### config.mk
export PLATFORM = sky130hd
export DESIGN_NAME = control_alu_uart_flat
export DESIGN_NICKNAME = d
export VERILOG_FILES = /design/src/rtl/control_alu_uart_if.sv /design/src/rtl/control_alu_uart.sv /design/src/flat_wrapper.sv
export SDC_FILE = /design/constraint.sdc
export NUM_CORES = 1
export LEC_CHECK = 0
export BUFFER_PORTS_ARGS = -buffer_cell sky130_fd_sc_hd__buf_2
export CORE_MARGIN = 8
export CORE_UTILIZATION = 30
export CTS_CLUSTER_SIZE = 10
export DETAILED_ROUTE_END_ITERATION = 7
export PLACE_DENSITY = 0.55
export SYNTH_ARGS = -nofsm -noshare
export SYNTH_HDL_FRONTEND = slang
export SYNTH_SLANG_ARGS = --single-unit
### constraint.sdc
create_clock -name clk -period 3 [get_ports clk]
set_clock_uncertainty 0.2 [all_clocks]
set_input_delay 0.3 -clock clk [delete_from_list [all_inputs] [get_ports clk]]
set_output_delay 0.3 -clock clk [all_outputs]
set_load 0.05 [all_outputs]
### src/rtl/control_alu_uart_if.sv
// Signal bundle between the UART/ALU sequencer and its environment
// (UART receiver/transmitter pair plus the combinational ALU).
interface control_alu_uart_if #(
  parameter int CANT_BITS_DATO   = 8,
  parameter int CANT_BUS_ENTRADA = 6,
  parameter int CANT_BUS_SALIDA  = 6,
  parameter int CANT_BITS_OPCODE = 4
);
  logic [CANT_BITS_DATO-1:0]   rx_data;
  logic                        rx_done;
  logic                        tx_done;
  logic [CANT_BUS_SALIDA-1:0]  resultado_alu;
  logic [CANT_BUS_ENTRADA-1:0] operando_1;
  logic [CANT_BUS_ENTRADA-1:0] operando_2;
  logic [CANT_BITS_OPCODE-1:0] opcode;
  logic [CANT_BITS_DATO-1:0]   tx_data;
  logic                        tx_start;
  logic                        error;
  logic [2:0]                  estado;

  // The sequencer owns operands, opcode and transmit request
  modport master (
    input  rx_data, rx_done, tx_done, resultado_alu,
    output operando_1, operando_2, opcode, tx_data, tx_start, error, estado
  );

  modport slave (
    output rx_data, rx_done, tx_done, resultado_alu,
    input  operando_1, operando_2, opcode, tx_data, tx_start, error, estado
  );
endinterface

### src/rtl/control_alu_uart.sv
// Sequencer: gathers operand 1, operand 2 and opcode from the UART receiver,
// presents them to the ALU, then sends the sign-extended result to the transmitter.
module control_alu_uart #(
  parameter int CANT_BITS_DATO   = 8,
  parameter int CANT_BUS_ENTRADA = 6,
  parameter int CANT_BUS_SALIDA  = 6,
  parameter int CANT_BITS_OPCODE = 4,
  parameter int TIMEOUT          = 50000000
) (
  input logic clk,
  input logic rst,
  control_alu_uart_if.master bus
);

  localparam int CW_RAW = $clog2(TIMEOUT + 1);
  localparam int CW     = (CW_RAW < 1) ? 1 : CW_RAW;
  localparam logic [CW-1:0] CNT_MAX = (TIMEOUT > 0) ? CW'(TIMEOUT - 1) : '0;

  typedef enum logic [2:0] {
    ESPERA_OP1    = 3'd0,
    ESPERA_OP2    = 3'd1,
    ESPERA_OPCODE = 3'd2,
    CALCULO       = 3'd3,
    ENVIO         = 3'd4,
    ESPERA_TX     = 3'd5
  } state_t;

  state_t                      state;
  logic [CW-1:0]               cnt;
  logic [CANT_BUS_ENTRADA-1:0] operando_1;
  logic [CANT_BUS_ENTRADA-1:0] operando_2;
  logic [CANT_BITS_OPCODE-1:0] opcode;
  logic [CANT_BITS_DATO-1:0]   tx_data;
  logic                        tx_start;
  logic                        error;
  logic [CANT_BITS_DATO-1:0]   result_ext;
  logic                        expired;

  // A result at least as wide as the UART word is truncated, otherwise sign-extended
  generate
    if (CANT_BUS_SALIDA >= CANT_BITS_DATO) begin : g_trunc
      assign result_ext = bus.resultado_alu[CANT_BITS_DATO-1:0];
    end else begin : g_sext
      assign result_ext = {{(CANT_BITS_DATO-CANT_BUS_SALIDA){bus.resultado_alu[CANT_BUS_SALIDA-1]}},
                           bus.resultado_alu};
    end
  endgenerate

  assign expired = (TIMEOUT != 0) && (cnt == CNT_MAX);

  always_ff @(posedge clk or posedge rst) begin
    if (rst) begin
      state      <= ESPERA_OP1;
      cnt        <= '0;
      operando_1 <= '0;
      operando_2 <= '0;
      opcode     <= '0;
      tx_data    <= '0;
      tx_start   <= 1'b0;
      error      <= 1'b0;
    end else begin
      tx_start <= 1'b0;
      error    <= 1'b0;
      case (state)
        ESPERA_OP1: begin
          cnt <= '0;
          if (bus.rx_done) begin
            operando_1 <= bus.rx_data[CANT_BUS_ENTRADA-1:0];
            state      <= ESPERA_OP2;
          end
        end
        // An arriving byte takes priority over a coinciding expiry
        ESPERA_OP2: begin
          if (bus.rx_done) begin
            operando_2 <= bus.rx_data[CANT_BUS_ENTRADA-1:0];
            cnt        <= '0;
            state      <= ESPERA_OPCODE;
          end else if (expired) begin
            error <= 1'b1;
            cnt   <= '0;
            state <= ESPERA_OP1;
          end else begin
            cnt <= cnt + CW'(1);
          end
        end
        ESPERA_OPCODE: begin
          if (bus.rx_done) begin
            opcode <= bus.rx_data[CANT_BITS_OPCODE-1:0];
            cnt    <= '0;
            state  <= CALCULO;
          end else if (expired) begin
            error <= 1'b1;
            cnt   <= '0;
            state <= ESPERA_OP1;
          end else begin
            cnt <= cnt + CW'(1);
          end
        end
        // tx_start is registered here so it is high exactly during ENVIO
        CALCULO: begin
          cnt      <= '0;
          tx_data  <= result_ext;
          tx_start <= 1'b1;
          state    <= ENVIO;
        end
        ENVIO: begin
          cnt   <= '0;
          state <= ESPERA_TX;
        end
        ESPERA_TX: begin
          cnt <= '0;
          if (bus.tx_done) begin
            state <= ESPERA_OP1;
          end
        end
        default: begin
          cnt   <= '0;
          state <= ESPERA_OP1;
        end
      endcase
    end
  end

  assign bus.operando_1 = operando_1;
  assign bus.operando_2 = operando_2;
  assign bus.opcode     = opcode;
  assign bus.tx_data    = tx_data;
  assign bus.tx_start   = tx_start;
  assign bus.error      = error;
  assign bus.estado     = state;

endmodule

### src/flat_wrapper.sv
// flat-port wrapper written by rule: the top's interface ports become plain ports
module control_alu_uart_flat 
#(
  parameter int CANT_BITS_DATO   = 8,
  parameter int CANT_BUS_ENTRADA = 6,
  parameter int CANT_BUS_SALIDA  = 6,
  parameter int CANT_BITS_OPCODE = 4,
  parameter int TIMEOUT          = 50000000
)
  (clk, rst, bus_rx_data, bus_rx_done, bus_tx_done, bus_resultado_alu, bus_operando_1, bus_operando_2, bus_opcode, bus_tx_data, bus_tx_start, bus_error, bus_estado);
  control_alu_uart_if #(.CANT_BITS_DATO(CANT_BITS_DATO), .CANT_BUS_ENTRADA(CANT_BUS_ENTRADA), .CANT_BUS_SALIDA(CANT_BUS_SALIDA), .CANT_BITS_OPCODE(CANT_BITS_OPCODE)) bus_i ();
  input logic clk;
  input logic rst;
  input wire logic [$bits(bus_i.rx_data)-1:0] bus_rx_data;
  input wire logic [$bits(bus_i.rx_done)-1:0] bus_rx_done;
  input wire logic [$bits(bus_i.tx_done)-1:0] bus_tx_done;
  input wire logic [$bits(bus_i.resultado_alu)-1:0] bus_resultado_alu;
  output wire logic [$bits(bus_i.operando_1)-1:0] bus_operando_1;
  output wire logic [$bits(bus_i.operando_2)-1:0] bus_operando_2;
  output wire logic [$bits(bus_i.opcode)-1:0] bus_opcode;
  output wire logic [$bits(bus_i.tx_data)-1:0] bus_tx_data;
  output wire logic [$bits(bus_i.tx_start)-1:0] bus_tx_start;
  output wire logic [$bits(bus_i.error)-1:0] bus_error;
  output wire logic [$bits(bus_i.estado)-1:0] bus_estado;
  assign bus_i.rx_data = bus_rx_data;
  assign bus_i.rx_done = bus_rx_done;
  assign bus_i.tx_done = bus_tx_done;
  assign bus_i.resultado_alu = bus_resultado_alu;
  assign bus_operando_1 = bus_i.operando_1;
  assign bus_operando_2 = bus_i.operando_2;
  assign bus_opcode = bus_i.opcode;
  assign bus_tx_data = bus_i.tx_data;
  assign bus_tx_start = bus_i.tx_start;
  assign bus_error = bus_i.error;
  assign bus_estado = bus_i.estado;
  control_alu_uart #(.CANT_BITS_DATO(CANT_BITS_DATO), .CANT_BUS_ENTRADA(CANT_BUS_ENTRADA), .CANT_BUS_SALIDA(CANT_BUS_SALIDA), .CANT_BITS_OPCODE(CANT_BITS_OPCODE), .TIMEOUT(TIMEOUT)) u_core (.clk(clk), .rst(rst), .bus(bus_i));
endmodule
======== Yosys cells after proc, flatten, opt, wreduce, memory -nomap -nowiden ========
Cells that the tools add are included.
operators by class
  $add $sub $neg .......................... 1
  equality and inequality tests ........... 8
  muxes and demuxes ....................... 13
  reductions and logical operators ........ 6
operators with widths
  cell                     number
  $mux W26                 3
  $add A26 B1 Y26 const B  1
  $eq A26 B26 Y1 const B   1
  $pmux W3 S6              1
  $mux W3                  5
  $reduce_and A2 Y1        4
  $eq A3 B2 Y1 const B     2
  $eq A3 B3 Y1 const B     2
  $mux W1                  4
  $ne A2 B2 Y1 const B     2
  $eq A3 B1 Y1 const B     1
  $logic_not A3 Y1         1
  $reduce_or A2 Y1         1
word-level totals
  flip-flop bits (word level) ............. 53

======== Depth between registers and ports, before layout ========
  depth in word-level cells ............... 4
  gate-level depth with buffers ........... 7
  gate-level depth less buffers ........... 5

======== Worst setup path after synthesis ========
OpenSTA, ideal clock, no wires.
  path type ............................... register to register
  start point ............................. register u_core.cnt[9]
  end point ............................... register u_core.cnt[24]
  setup time .............................. 0.130 ns
  data arrival time ....................... 1.887 ns
  data required time ...................... 2.670 ns
  slack ................................... 0.783 ns
  stages on the path, launching flop included .. 6
  period minus slack after synthesis ...... 2.217 ns
  cells stage by stage .................... dfrtp_1 or4_1 or4_4 o21ai_4 buf_6 a21oi_1
between the ends
  cells in the longest elaborated chain, start to end .. 4
  elaborated cells on any way between the ends .. 5
  those cells by class .................... add/sub (1); eq/ne (1); mux (3)
ends and longest elaborated chain
  element                                                   line                                                                    source
  start, declared                                           control_alu_uart.sv:29                                                  logic [CW-1:0] cnt;
  start signal, assigned                                    control_alu_uart.sv:83                                                  cnt <= cnt + CW'(1);
  start signal, assigned                                    control_alu_uart.sv:96                                                  cnt <= cnt + CW'(1);
  $add A26 B1 Y26 / $eq A26 B26 Y1 (equally long branches)  control_alu_uart.sv:83, control_alu_uart.sv:96, control_alu_uart.sv:49
  $mux W26 *                                                control_alu_uart.sv:78, control_alu_uart.sv:91
  $mux W26 *                                                control_alu_uart.sv:74                                                  if (bus.rx_done) begin
  $mux W26 *                                                --
Every way passes the cells marked *; elsewhere a longest branch is shown, timed or not.
A chain may end at the register's enable or synchronous reset.

======== Worst setup path in the final report ========
  start point ............................. register u_core.cnt[9]
  end point ............................... register u_core.cnt[9]
The elaborated chain is that of the path after synthesis.

==> results.py <==
metrics = {
    "floorplan": {
        "ios": 47,
        "initial_core_util_pct": 30.98,
        "dieArea_um2": 11140,
        "rows": 32,
        "die_w_um": 105.6,
        "core_um2": 7767,
        "die_h_um": 105.6,
    },
    "finish": {
        "finalNetCount": 297,
        "final_cells": 381,
        "drive_above_1_share_pct": 27.24,
        "area_delta_synth_final_pct": 20.18,
        "register_area_um2": 1326,
        "fill_cells": 805,
        "fin_util_pct": 37.23,
        "diodes": 0,
        "multi_input_area_um2": 1008,
    },
    "setup_path": {
        "critPathArrivalTime_ns": 2.41,
        "crit_path_end_kind": "register",
        "r2r_slack_ns": 0.59,
        "cp_max_fo": 26,
        "worstReg2RegEnd": "u_core.cnt[9]",
        "critical_path_required_ns": 2.99,
        "critPathKind": "register to register",
        "r2r-start": "u_core.cnt[9]",
        "reg2reg_depth": 5,
        "start_kind": "register",
    },
    "detailed_routing": {
        "wl_per_cell_um": 13.11,
        "drtIter0Drc": 111,
        "antenna_left": 0,
        "totalWireLength_mm": 4.994,
        "detail_route.vias_per_cell": 4.816,
        "firstDrtPassIters": 4,
        "drc_errors": 0,
        "num_vias": 1835,
    },
    "synth": {
        "synth.area.top_cells": "dfrtp_1 (55%), mux2_2 (7.5%), nand2_1 (4.7%)",
        "synth_top_area_share_pct": 55.12,
        "yosys.area.top_type": "dfrtp_1",
        "synth_warnings": 0,
        "syn_nets": 244,
        "ys_ff_latch": 53,
        "synth_cells": 225,
        "seq_area_frac_synth_pct": 55.12,
        "post_synth.cell_area_avg_um2": 10.69,
        "ys_types": 31,
        "netlist_area_um2": 2406,
    },
    "timing": {
        "rsz0062_at_grt": "no",
        "hold_violations": 0,
        "fmax_ghz": 0.4141,
        "report.final.slew_viol_count": 0,
        "tightest_slew_ns": 0.6692,
        "fin_crit_ns": 2.415,
        "setup_tns_ns": 0,
        "post-route-period-util_pct": 80.50,
        "slew_headroom_pct": 55.38,
        "finalSetupViolations": 0,
    },
    "power_and_ir_drop": {
        "p_total_mw": 2.718,
        "vdd_drop_max_v": 0.0002818,
        "p_leak_nw": 1.271,
        "power_density_nw_per_um2": 939.8,
    },
    "placed_design": {
        "place.gp.congestion": 0.7200,
        "numPortBuffers": 44,
        "place_inst": 366,
        "dpl.hpwl_mm": 3.484,
    },
    "clocking": {
        "cts_setup_buffers": 0,
        "clkTransAtPathRegs_ns": 0.11,
        "cts_buffers": 5,
        "postCtsHoldBufs": 7,
        "worst_skew_pair.late_latency_ns": 0.31,
        "cts_sinks": 53,
        "cts_tree": "done",
        "cts_buffer_depth": 2,
        "cts_resized": 0,
        "htreeDepth": 2,
        "clockRootBuffer": "clkbuf_8",
    },
    "global_routing": {
        "grt_pass1_vias": 1808,
        "antenna_found_initial": 0,
        "grt_util_all_layers_pct": 9.440,
        "grt_max_degree": 54,
        "grt_pass1_wl_mm": 8.825,
        "grt-ovfl-total": 0,
    },
    "hold_path": {
        "hold_path_class": "input pin to register",
        "min_to": "u_core.bus.operando_1[4]",
        "min_path_cells": 2,
        "min_from": "bus_rx_data[4]",
    },
    "flow_run": {
        "drv_cap": 0,
    },
    "run_status": {
        "status": "finished clean",
    },
}
[registers in the layout, indices dropped and copies added, names as in the netlist]
name,flops
u_core.bus.estado,3
u_core.bus.tx_data,6
u_core.bus.tx_start,1
u_core.bus.error,1
u_core.bus.operando_1,6
u_core.bus.operando_2,6
u_core.bus.opcode,4
u_core.cnt,26
[area by class of cell]
class	count	share of cell area, %
Clock inverter	3	0.9952
Sequential cell	53	45.87
Clock buffer	5	2.380
Tap cell	102	4.414
Multi-Input combinational cell	159	34.88
Timing Repair Buffer	54	10.82
Inverter	5	0.6491
[report_power, final]
part | internal, mW | switching, mW
clock network | 0.175 | 0.258
logic | 0.334 | 0.938
registers | 0.894 | 0.119
total | 1.40 | 1.31
[cells by family after synthesis]
kind of cell	after synthesis	synth area share [%]
buffers and inverters	13	2.964
adders and majority gates	1	0.5199
and+or+nand+nor	100	22.00
AOI/OAI and AO/OA	29	7.177
xor gates and xnor gates	13	4.732
DFF	53	55.12
muxes	16	7.488
[cells in the mapped netlist]
library cell	number
o21ai_0	10
o31ai_1	5
xnor2_1	5
or4_4	1
nand3b_1	2
nor3_1	3
nand4_1	8
buf_4	2
xor2_1	8
o21ai_4	1
and4_1	3
and4_2	1
or4_1	6
nand2_1	30
nand2b_1	4
a21oi_1	12
nand3_1	8
ha_1	1
and3_1	5
mux2_2	16
nor3b_1	2
and2_1	1
nor2_2	1
clkbuf_1	4
inv_1	5
o221ai_1	1
or3_1	8
nor2_1	16
dfrtp_1	53
buf_6	2
or4b_1	1
[placed cells by master, fill, tap and decap left out, types with 4 or more instances in the layout]
cell type	instances
dfrtp_1	53
buf_2	44
nand2_1	30
nor2_1	16
mux2_2	16
a21oi_1	12
o21ai_0	10
nand4_1	8
nand3_1	8
or3_1	8
xor2_1	8
dlygate4sd3_1	7
or4_1	6
and3_1	5
o31ai_1	5
xnor2_1	5
clkbuf_8	5
inv_1	4
nand2b_1	4
[per-stage QoR]
step	hold WS, ns	cell area (um2)	setup WS, ns
3_3_place_gp	0.2556	2724	0.6091
3_5_place_dp	0.2620	2724	0.5979
6_report	0.01975	2892	0.5851
2_1_floorplan	0.2054	2406	0.7831
4_1_cts	0.01015	2892	0.5802
5_1_grt	0.009108	2892	0.4824
[how the worst max path moves through the flow]
stage                  start  depth (start not counted)  slack [ns]        endpoint
6_report       u_core.cnt[9]                          5        0.59   u_core.cnt[9]
5_1_grt        u_core.cnt[8]                          5        0.48   u_core.cnt[5]
4_1_cts        u_core.cnt[8]                          5        0.58   u_core.cnt[9]
3_5_place_dp   u_core.cnt[8]                          5        0.60   u_core.cnt[2]
3_3_place_gp   u_core.cnt[9]                          5        0.61  u_core.cnt[13]
2_1_floorplan  u_core.cnt[9]                          5        0.78  u_core.cnt[24]
[per-layer routing]
metal	vias to the layer above	share of wire (%)	GRT usage, %
met5	-	0	0
met4	0	1.0	3.116
met3	7	7.7	3.410
met2	44	43	14.75
met1	882	48	11.85
li1	902	-	-
[worst max-delay path, cell delays in order, from the launching register on]
cell and delay [ns]:
dfrtp_1 0.42, or4_1 0.55, or4_4 0.57, o21ai_4 0.15, buf_4 0.30, nor2_1 0.09
(Power assumes the default switching activity.)
